<file path="src/rtl/uart_rx_buffered_pkg.sv">
// Shared definitions for the buffered UART receiver: receiver FSM states,
// default bit timing and frame geometry.
package uart_rx_buffered_pkg;

    // Receiver FSM states, in the order a frame walks through them
    typedef enum logic [1:0] {
        IDLE  = 2'd0,
        START = 2'd1,
        DATA  = 2'd2,
        STOP  = 2'd3
    } rx_state_t;

    // 100 MHz system clock at 9600 baud
    localparam int DEFAULT_CLKS_PER_BIT = 10416;

    // 8N1 framing: eight data bits, no parity, one stop bit
    localparam int DATA_BITS = 8;

endpackage

</file>
<file path="src/rtl/uart_rx_buffered_sync_fifo.sv">
// First-word-fall-through synchronous FIFO. The head entry is visible on
// rd_data whenever rd_valid is high; a push into a full FIFO is accepted only
// when a pop frees a slot in the same cycle, otherwise it is dropped and
// flagged on drop.
module sync_fifo #(
    parameter int WIDTH = 8,
    parameter int DEPTH = 4
) (
    input  logic                     clk,
    input  logic                     rst_n,
    input  logic                     push,
    input  logic [WIDTH-1:0]         wr_data,
    input  logic                     pop,
    output logic [WIDTH-1:0]         rd_data,
    output logic                     rd_valid,
    output logic [$clog2(DEPTH):0]   count,
    output logic                     drop
);

    localparam int AW = $clog2(DEPTH);
    localparam int CW = AW + 1;

    logic [WIDTH-1:0] mem [DEPTH];
    logic [AW-1:0]    wr_ptr;
    logic [AW-1:0]    rd_ptr;
    logic             empty;
    logic             full;
    logic             do_push;
    logic             do_pop;

    assign empty   = (count == '0);
    assign full    = (count == CW'(DEPTH));
    // A pop on an empty FIFO is ignored; a full FIFO takes a push only if it also pops
    assign do_pop  = pop && !empty;
    assign do_push = push && (!full || do_pop);
    assign drop    = push && !do_push;

    assign rd_valid = !empty;
    assign rd_data  = empty ? '0 : mem[rd_ptr];

    // Pointer and occupancy bookkeeping; pointers wrap because DEPTH is a power of two
    // NOTE: state is updated with <= so every register sees pre-edge values, whatever the statement order.
    always_ff @(posedge clk or negedge rst_n) begin
        if (!rst_n) begin
            wr_ptr <= '0;
            rd_ptr <= '0;
            count  <= '0;
        end else begin
            if (do_push) begin
                wr_ptr <= wr_ptr + 1'b1;
            end
            if (do_pop) begin
                rd_ptr <= rd_ptr + 1'b1;
            end
            case ({do_push, do_pop})
                2'b10:   count <= count + 1'b1;
                2'b01:   count <= count - 1'b1;
                default: count <= count;
            endcase
        end
    end

    // Storage write port
    // NOTE: the storage array is deliberately not reset; rd_data is forced to zero while empty instead.
    always_ff @(posedge clk) begin
        if (do_push) begin
            mem[wr_ptr] <= wr_data;
        end
    end

endmodule

</file>
<file path="src/rtl/uart_rx_buffered.sv">
// 8N1 UART receiver with a small receive FIFO. The rx pin is synchronised,
// frames are sampled at bit centre and completed bytes are queued for a
// valid/ready consumer. Bad stop bits and FIFO overflows are reported as
// single-cycle pulses.
module uart_rx_buffered
    import uart_rx_buffered_pkg::*;
#(
    parameter int CLKS_PER_BIT = DEFAULT_CLKS_PER_BIT,
    parameter int FIFO_DEPTH   = 4,
    parameter int CNT_W        = 14
) (
    input  logic                          clk,
    input  logic                          rst_n,
    input  logic                          rx,
    output logic [7:0]                    rd_data,
    output logic                          rd_valid,
    input  logic                          rd_ready,
    output logic [$clog2(FIFO_DEPTH):0]   fifo_count,
    output logic                          frame_err,
    output logic                          overrun
);

    localparam int          BIT_CNT_W    = $clog2(DATA_BITS);
    localparam logic [CNT_W-1:0]     HALF_LAST    = CNT_W'(CLKS_PER_BIT / 2 - 1);
    localparam logic [CNT_W-1:0]     BIT_LAST     = CNT_W'(CLKS_PER_BIT - 1);
    localparam logic [BIT_CNT_W-1:0] BIT_CNT_LAST = BIT_CNT_W'(DATA_BITS - 1);

    rx_state_t              state;
    logic                   rx_meta;
    logic                   rx_s;
    logic [CNT_W-1:0]       clk_cnt;
    logic [BIT_CNT_W-1:0]   bit_cnt;
    logic [DATA_BITS-1:0]   shift_reg;
    logic                   push_byte;
    logic                   fifo_drop;

    // Two-flop synchroniser for the asynchronous rx pin; idles high like the line
    always_ff @(posedge clk or negedge rst_n) begin
        if (!rst_n) begin
            rx_meta <= 1'b1;
            rx_s    <= 1'b1;
        end else begin
            rx_meta <= rx;
            rx_s    <= rx_meta;
        end
    end

    // Frame FSM: detect start, confirm it at half a bit, then sample each bit at its centre
    always_ff @(posedge clk or negedge rst_n) begin
        if (!rst_n) begin
            state     <= IDLE;
            clk_cnt   <= '0;
            bit_cnt   <= '0;
            shift_reg <= '0;
            frame_err <= 1'b0;
        end else begin
            frame_err <= 1'b0;
            case (state)
                IDLE: begin
                    clk_cnt <= '0;
                    bit_cnt <= '0;
                    if (!rx_s) begin
                        state <= START;
                    end
                end
                START: begin
                    if (clk_cnt == HALF_LAST) begin
                        clk_cnt <= '0;
                        // A line that is high again mid start bit was a glitch
                        state   <= rx_s ? IDLE : DATA;
                    end else begin
                        clk_cnt <= clk_cnt + 1'b1;
                    end
                end
                DATA: begin
                    if (clk_cnt == BIT_LAST) begin
                        clk_cnt   <= '0;
                        shift_reg <= {rx_s, shift_reg[DATA_BITS-1:1]};
                        bit_cnt   <= bit_cnt + 1'b1;
                        if (bit_cnt == BIT_CNT_LAST) begin
                            state <= STOP;
                        end
                    end else begin
                        clk_cnt <= clk_cnt + 1'b1;
                    end
                end
                STOP: begin
                    if (clk_cnt == BIT_LAST) begin
                        clk_cnt   <= '0;
                        frame_err <= !rx_s;
                        // Leave mid stop bit so a following start edge is not missed
                        state     <= IDLE;
                    end else begin
                        clk_cnt <= clk_cnt + 1'b1;
                    end
                end
                default: state <= IDLE;
            endcase
        end
    end

    // Byte is handed to the FIFO in the stop-bit sample cycle when the stop bit is good
    assign push_byte = (state == STOP) && (clk_cnt == BIT_LAST) && rx_s;

    sync_fifo #(
        .WIDTH (DATA_BITS),
        .DEPTH (FIFO_DEPTH)
    ) u_fifo (
        .clk      (clk),
        .rst_n    (rst_n),
        .push     (push_byte),
        .wr_data  (shift_reg),
        .pop      (rd_ready),
        .rd_data  (rd_data),
        .rd_valid (rd_valid),
        .count    (fifo_count),
        .drop     (fifo_drop)
    );

    // Registered overrun pulse, one cycle after the dropped byte's stop sample
    always_ff @(posedge clk or negedge rst_n) begin
        if (!rst_n) begin
            overrun <= 1'b0;
        end else begin
            overrun <= fifo_drop;
        end
    end

endmodule

</file>
<file path="config.mk">
export PLATFORM = sky130hd
export DESIGN_NAME = uart_rx_buffered
export DESIGN_NICKNAME = d
export VERILOG_FILES = /design/src/rtl/uart_rx_buffered_pkg.sv /design/src/rtl/uart_rx_buffered_sync_fifo.sv /design/src/rtl/uart_rx_buffered.sv
export SDC_FILE = /design/constraint.sdc
export NUM_CORES = 1
export LEC_CHECK = 0
export ABC_AREA = 1
export CORE_MARGIN = 4
export CORE_UTILIZATION = 45
export CTS_CLUSTER_DIAMETER = 120
export DETAILED_ROUTE_END_ITERATION = 10
export PLACE_DENSITY = 0.63
export SLEW_MARGIN = 5
export SYNTH_ARGS = -nofsm -noshare
export SYNTH_HDL_FRONTEND = slang
export SYNTH_SLANG_ARGS = --single-unit
</file>
<file path="constraint.sdc">
create_clock -name clk -period 2.5 [get_ports clk]
set_input_delay 0.25 -clock clk [delete_from_list [all_inputs] [get_ports clk]]
set_output_delay 0.25 -clock clk [all_outputs]
set_load 0.1 [all_outputs]
</file>
Yosys cells after proc, flatten, opt, wreduce, memory -nomap -nowiden

Memories as Yosys holds them, arrays and structs flattened.
Index checks and enable logic that the tools add are counted.

Latch bits: 0
Register bits: 38
Memories: 1
Input port bits: 4
Memory bits (writable): 32
Logic and storage cells: 68
Bits in read-only memories: 0

Memory list:

| name       | depth | bits a word | read ports | clocked after memory_dff | wr ports | RTL line                         | source |
|---|---|---|---|---|---|---|---|
| u_fifo.mem | 4     | 8           | 1          | 0                        | 1        | uart_rx_buffered_sync_fifo.sv:23 | `logic [WIDTH-1:0] mem [DEPTH];` |

Shift-type cells: 0
Eq/ne operators: 14
Bitwise logic cells: 0
Divide/modulo/power cells: 0
Add/sub/neg operators: 6
Order comparisons: 0
Reduce and logical (&&, ||, !) cells: 18
Mux-type cells: 18
Multipliers: 0

Operator list:

| operator              | count |
|---|---|
| $pmux 14 s3           | 1 |
| $mux 14               | 2 |
| $add 14x1->14 const B | 1 |
| $eq 14x13->1 const B  | 1 |
| $eq 14x14->1 const B  | 1 |
| $mux 2                | 6 |
| $pmux 3 s2            | 2 |
| $ne 2x2->1 const B    | 5 |
| $mux 8                | 1 |
| $pmux 2 s4            | 1 |
| $add 3x1->3 const B   | 2 |
| $eq 2x2->1 const B    | 3 |
| $eq 3x3->1 const B    | 2 |
| $logic_and 1x1->1     | 5 |
| $reduce_and 5->1      | 1 |
| $add 2x1->2 const B   | 2 |
| $eq 2x1->1 const B    | 2 |
| $logic_not 1->1       | 4 |
| $mux 1                | 4 |
| $reduce_and 2->1      | 2 |
| $reduce_bool 2->1     | 2 |
| $logic_not 3->1       | 1 |
| $mux 3                | 1 |
| $sub 3x1->3 const B   | 1 |
| 3 further kinds       | 3 |

Logic depth before layout (Yosys ltp)

Word-level depth: 7
Mapped depth: 13
Depth with buffers taken out: 13

Hierarchy

From an unflattened synthesis, not the netlist that was laid out.

Cell total of the unflattened synthesis: 330
Area, all modules: 3275.6 um^2

By module, submodules not included:

| module           | area an instance (um^2) | instances | seq. area each (um^2) | cells an instance |
|---|---|---|---|---|
| sync_fifo        | 1694.1                  | 1         | 1136.1                | 151 |
| uart_rx_buffered | 1581.5                  | 1         | 778.2                 | 179 |

Worst setup path before layout

OpenSTA, ideal clock, no wires.

Path kind: flip-flop to output port
Start point: reg u_fifo.count[0]
End point: out rd_data[0]
Cell stages (with the launch flop): 5
Slack: -1249 ps
Arrival: 3499 ps
Path through: dfrtp_1 -> nor2_1 -> nand2_1 -> inv_2 -> a21oi_1

Word-level cells in the longest chain between the ends: 2

RTL lines:

| element                  | RTL line                         | source |
|---|---|---|
| start: declaration       | uart_rx_buffered_sync_fifo.sv:16 | `output logic [$clog2(DEPTH):0] count,` |
| start signal: assignment | uart_rx_buffered_sync_fifo.sv:56 | `2'b10: count <= count + 1'b1;` |
| start signal: assignment | uart_rx_buffered_sync_fifo.sv:57 | `2'b01: count <= count - 1'b1;` |
| start signal: assignment | uart_rx_buffered_sync_fifo.sv:58 | `default: count <= count;` |
| $logic_not 3->1          | uart_rx_buffered_sync_fifo.sv:31 | `assign empty = (count == '0);` |
| $mux 8                   | uart_rx_buffered_sync_fifo.sv:39 | `assign rd_data = empty ? '0 : mem[rd_ptr];` |
| end: declaration         | uart_rx_buffered.sv:15           | `output logic [7:0] rd_data,` |

No other way between the ends.

Worst setup path in the final report

Start point: reg u_fifo.count[0]
End point: reg u_fifo.count[2]

Word-level cells in the longest chain between the ends: 7
Elaborated cells between the ends (all ways): 13
Those cells by class: 2 x add/sub; 3 x eq/ne; 1 x mux; 7 x reduce/logical

RTL lines:

| element                                                | RTL line                         | source |
|---|---|---|
| $logic_not 3->1                                        | uart_rx_buffered_sync_fifo.sv:31 |  |
| $logic_not 1->1                                        | uart_rx_buffered_sync_fifo.sv:34 | `assign do_pop = pop && !empty;` |
| $logic_and 1x1->1                                      | uart_rx_buffered_sync_fifo.sv:34 |  |
| $logic_or 1x1->1                                       | uart_rx_buffered_sync_fifo.sv:35 | `assign do_push = push && (!full \|\| do_pop);` |
| $logic_and 1x1->1                                      | uart_rx_buffered_sync_fifo.sv:35 |  |
| $eq 2x1->1 / $eq 2x2->1 (equally long branches)        | uart_rx_buffered_sync_fifo.sv:55 | `case ({do_push, do_pop})` |
| $pmux 3 s2 / $reduce_bool 2->1 (equally long branches) | -                                |  |

Parallel ways exist; a longest one is shown, timed or not.
A chain may end at the register's enable or synchronous reset.

==> flow_metrics.env <==
export IMPL_antenna_found_initial=0
export IMPL_max_vdd_ir_drop_mv=0.436
export IMPL_fin_ws_ns=0.258
export IMPL_wirelength_mm=5.78
export IMPL_async_flop_share=0.543
export IMPL_p_comb_frac=0.459
export IMPL_critPathKind="reg -> reg"
export IMPL_clock_skew_ns=0.0165
export IMPL_startpoint_type="flip-flop"
export IMPL_arrival_ns=2.46
export IMPL_cts_hold_buf=0
export IMPL_final_cells=453
export IMPL_via_per_inst=4.79
export IMPL_grt_max_degree=39
export IMPL_vias=2171
export IMPL_overflow=0
export IMPL_dp_hpwl_mm=4.08
export IMPL_grt_pass1_vias=2128
export IMPL_synth_edf_count=32
export IMPL_largest_reg_flops=32
export IMPL_drt_iter0_drc=147
export IMPL_clk_pin_slew_ns=0.07
export IMPL_nFillCells=631
export IMPL_cts_setup_buffers=0
export IMPL_ys_flop_type="dfrtp_1"
export IMPL_crit_required_ns=2.72
export IMPL_fin_nets=365
export IMPL_synth_top_cell_area_share=0.300
export IMPL_ys_types=30
export IMPL_synth_top_area_cell="edfxtp_1"
export IMPL_fp_dieH_um=92.4
export IMPL_slew_viol_final=0
export IMPL_clock_latency_ns=0.35
export IMPL_track_usage=0.153
export IMPL_drt_first_pass_iters=4
export IMPL_yosysWarnings=0
export IMPL_root_buffer="clkbuf_8"
export IMPL_leakage_uw=0.00166
export IMPL_num_rows=30
export IMPL_p_switching_uw=1820
export IMPL_max_slew_margin=0.440
export IMPL_netlist_top_cells_count="nor2_1, nand2_1, dfrtp_1"
export IMPL_pwr_share_seq=0.333
export IMPL_routabilityCongestion=0.784
export IMPL_avgSynthCellArea_um2=9.88
export IMPL_holdWs_ns=0.00741
export IMPL_numPortBuffers=17
export IMPL_netlist_instances=324
export IMPL_drive_above_1_share=0.199
export IMPL_syn_area_mm2=0.00320
export IMPL_die_w_um=92.4
export IMPL_tightestPinTransition_ns=0.841
export IMPL_fmax_mhz=446
export IMPL_hold_viol=0
export IMPL_syn_to_final_growth_pct=18.7
export IMPL_cts_made_buffers=9
export IMPL_hp_class="in -> async"
export IMPL_clkSinkCount=70
export IMPL_finalCritPeriodShare=0.897
export IMPL_rsz0062_at_grt="no"
export IMPL_initial_core_util=0.466
export IMPL_setup_viol=0
export IMPL_dieArea_mm2=0.00853
export IMPL_intPower_uw=2250
export IMPL_cts_tree="yes"
export IMPL_place_ws_ns=0.283
export IMPL_ys_seq_area_frac=0.598
export IMPL_dpl_cell_count=437
export IMPL_crit_fanout=8
export IMPL_rrSetupSlack_ns=0.26
export IMPL_drcViolationCount=0
export IMPL_finalCriticalPeriod_ns=2.24
export IMPL_max_cap_violations=0
export IMPL_synth_most_common_cell="nor2_1"
export IMPL_routedWlPerCell_um=12.7
export IMPL_antenna_cells=0
export IMPL_outcome="complete, no violations"
export IMPL_coreArea_mm2=0.00687
export IMPL_tns_ns=0
export IMPL_multi_input_area_mm2=0.00116
export IMPL_ant_nets=0
export IMPL_power_density_mw_per_mm2=1070
export IMPL_cp_end_kind="flip-flop"
export IMPL_p_sw_frac=0.447
export IMPL_io_pins=18
export IMPL_clk_path_buf_depth=2
export IMPL_regArea_mm2=0.00193
export IMPL_synth_area_top_cells="edfxtp_1, dfrtp_1, nor2_1"
export IMPL_cts_htree_levels=3
export IMPL_ys_seq_elements=70
export IMPL_cts_resized=0
export IMPL_clock_power_share=0.208
export IMPL_syn_num_nets=337
export IMPL_grt_pass1_wl_mm=10.1
[layout make-up]
cell class / count / share of cell area
clock inverter: 5 / 0.00889
tap: 96 / 0.0316
clock buffer: 11 / 0.0402
inverter: 37 / 0.0365
timing repair buffer: 22 / 0.0704
multi-input combinational: 212 / 0.306
sequential: 70 / 0.507
[critical path, cell delays in order (launching register included)]
cell     delay [ns]
dfrtp_4        0.50
nor2_1         0.23
nand3_1        0.21
nand3_4        0.18
ha_1           0.15
inv_1          0.06
fa_1           0.37
a21oi_1        0.14
o21ai_0        0.11
xor2_1         0.16
[power by group through the flow]
stage | combinational, uW | sequential [uW] | clock (uW)
detailed placement | 1890 | 1380 | 0
global route | 1970 | 1370 | 936
floorplan | 1200 | 1490 | 0
global placement | 1880 | 1380 | 0
CTS | 1890 | 1360 | 877
finish | 1870 | 1360 | 846
[final timing paths]
kind | end | from | cells past startpoint
max | u_fifo.count[2] | u_fifo.count[0] | 9
min | u_fifo.wr_ptr[0] | rst_n | 1
max reg2reg | u_fifo.count[2] | u_fifo.count[0] | 9
min reg2reg | rx_s | rx_meta | 0
max in group asynchronous | u_fifo.count[2] | rst_n | 1
min in group clk | rx_meta | rx | 1
[placed cells by master (no fill, tap or decap), drive strengths merged]
| cell type | n |
|---|---|
| clkdlybuf4s50 | 2 |
| buf | 20 |
| nor3b | 1 |
| clkinvlp | 2 |
| nor4 | 1 |
| dfrtp | 36 |
| inv | 35 |
| edfxtp | 32 |
| nand2 | 50 |
| clkinv | 5 |
| and3 | 1 |
| xor2 | 6 |
| dfstp | 2 |
| a21oi | 15 |
| nand4 | 6 |
| ha | 8 |
| o21ai | 29 |
| fa | 1 |
| nor3 | 7 |
| nand3 | 16 |
| xnor2 | 1 |
| clkbuf | 11 |
| a31oi | 1 |
| nor2 | 69 |
[metal layers]
metal / GRT usage / vias up / share of wire
li1: - / 1121 / -
met1: 0.196 / 1010 / 0.47
met2: 0.248 / 33 / 0.48
met3: 0.0422 / 7 / 0.040
met4: 0.0557 / 0 / 0.014
met5: 0 / - / 0
[per-stage QoR]
step | util | area, um^2 | power, uW
floorplan | - | 3250 | 2690
global placement | 0.526 | 3610 | 3260
detailed placement | 0.526 | 3610 | 3270
CTS | 0.553 | 3800 | 4120
global route | 0.553 | 3800 | 4270
finish | 0.553 | 3800 | 4070
[kinds of logic (layout without fill, tap and decap cells)]
family | count (synthesis) | count (layout) | share of synthesized area
XOR/XNOR | 7 | 7 | 0.0191
buffers and inverters | 42 | 75 | 0.0508
AND/OR/NAND/NOR | 151 | 151 | 0.224
adder cells (fa/ha/maj) | 9 | 9 | 0.0375
flip-flops | 70 | 70 | 0.598
AO/OA/AOI/OAI | 45 | 45 | 0.0707
No activity file was read; power rests on OpenSTA's default activity.
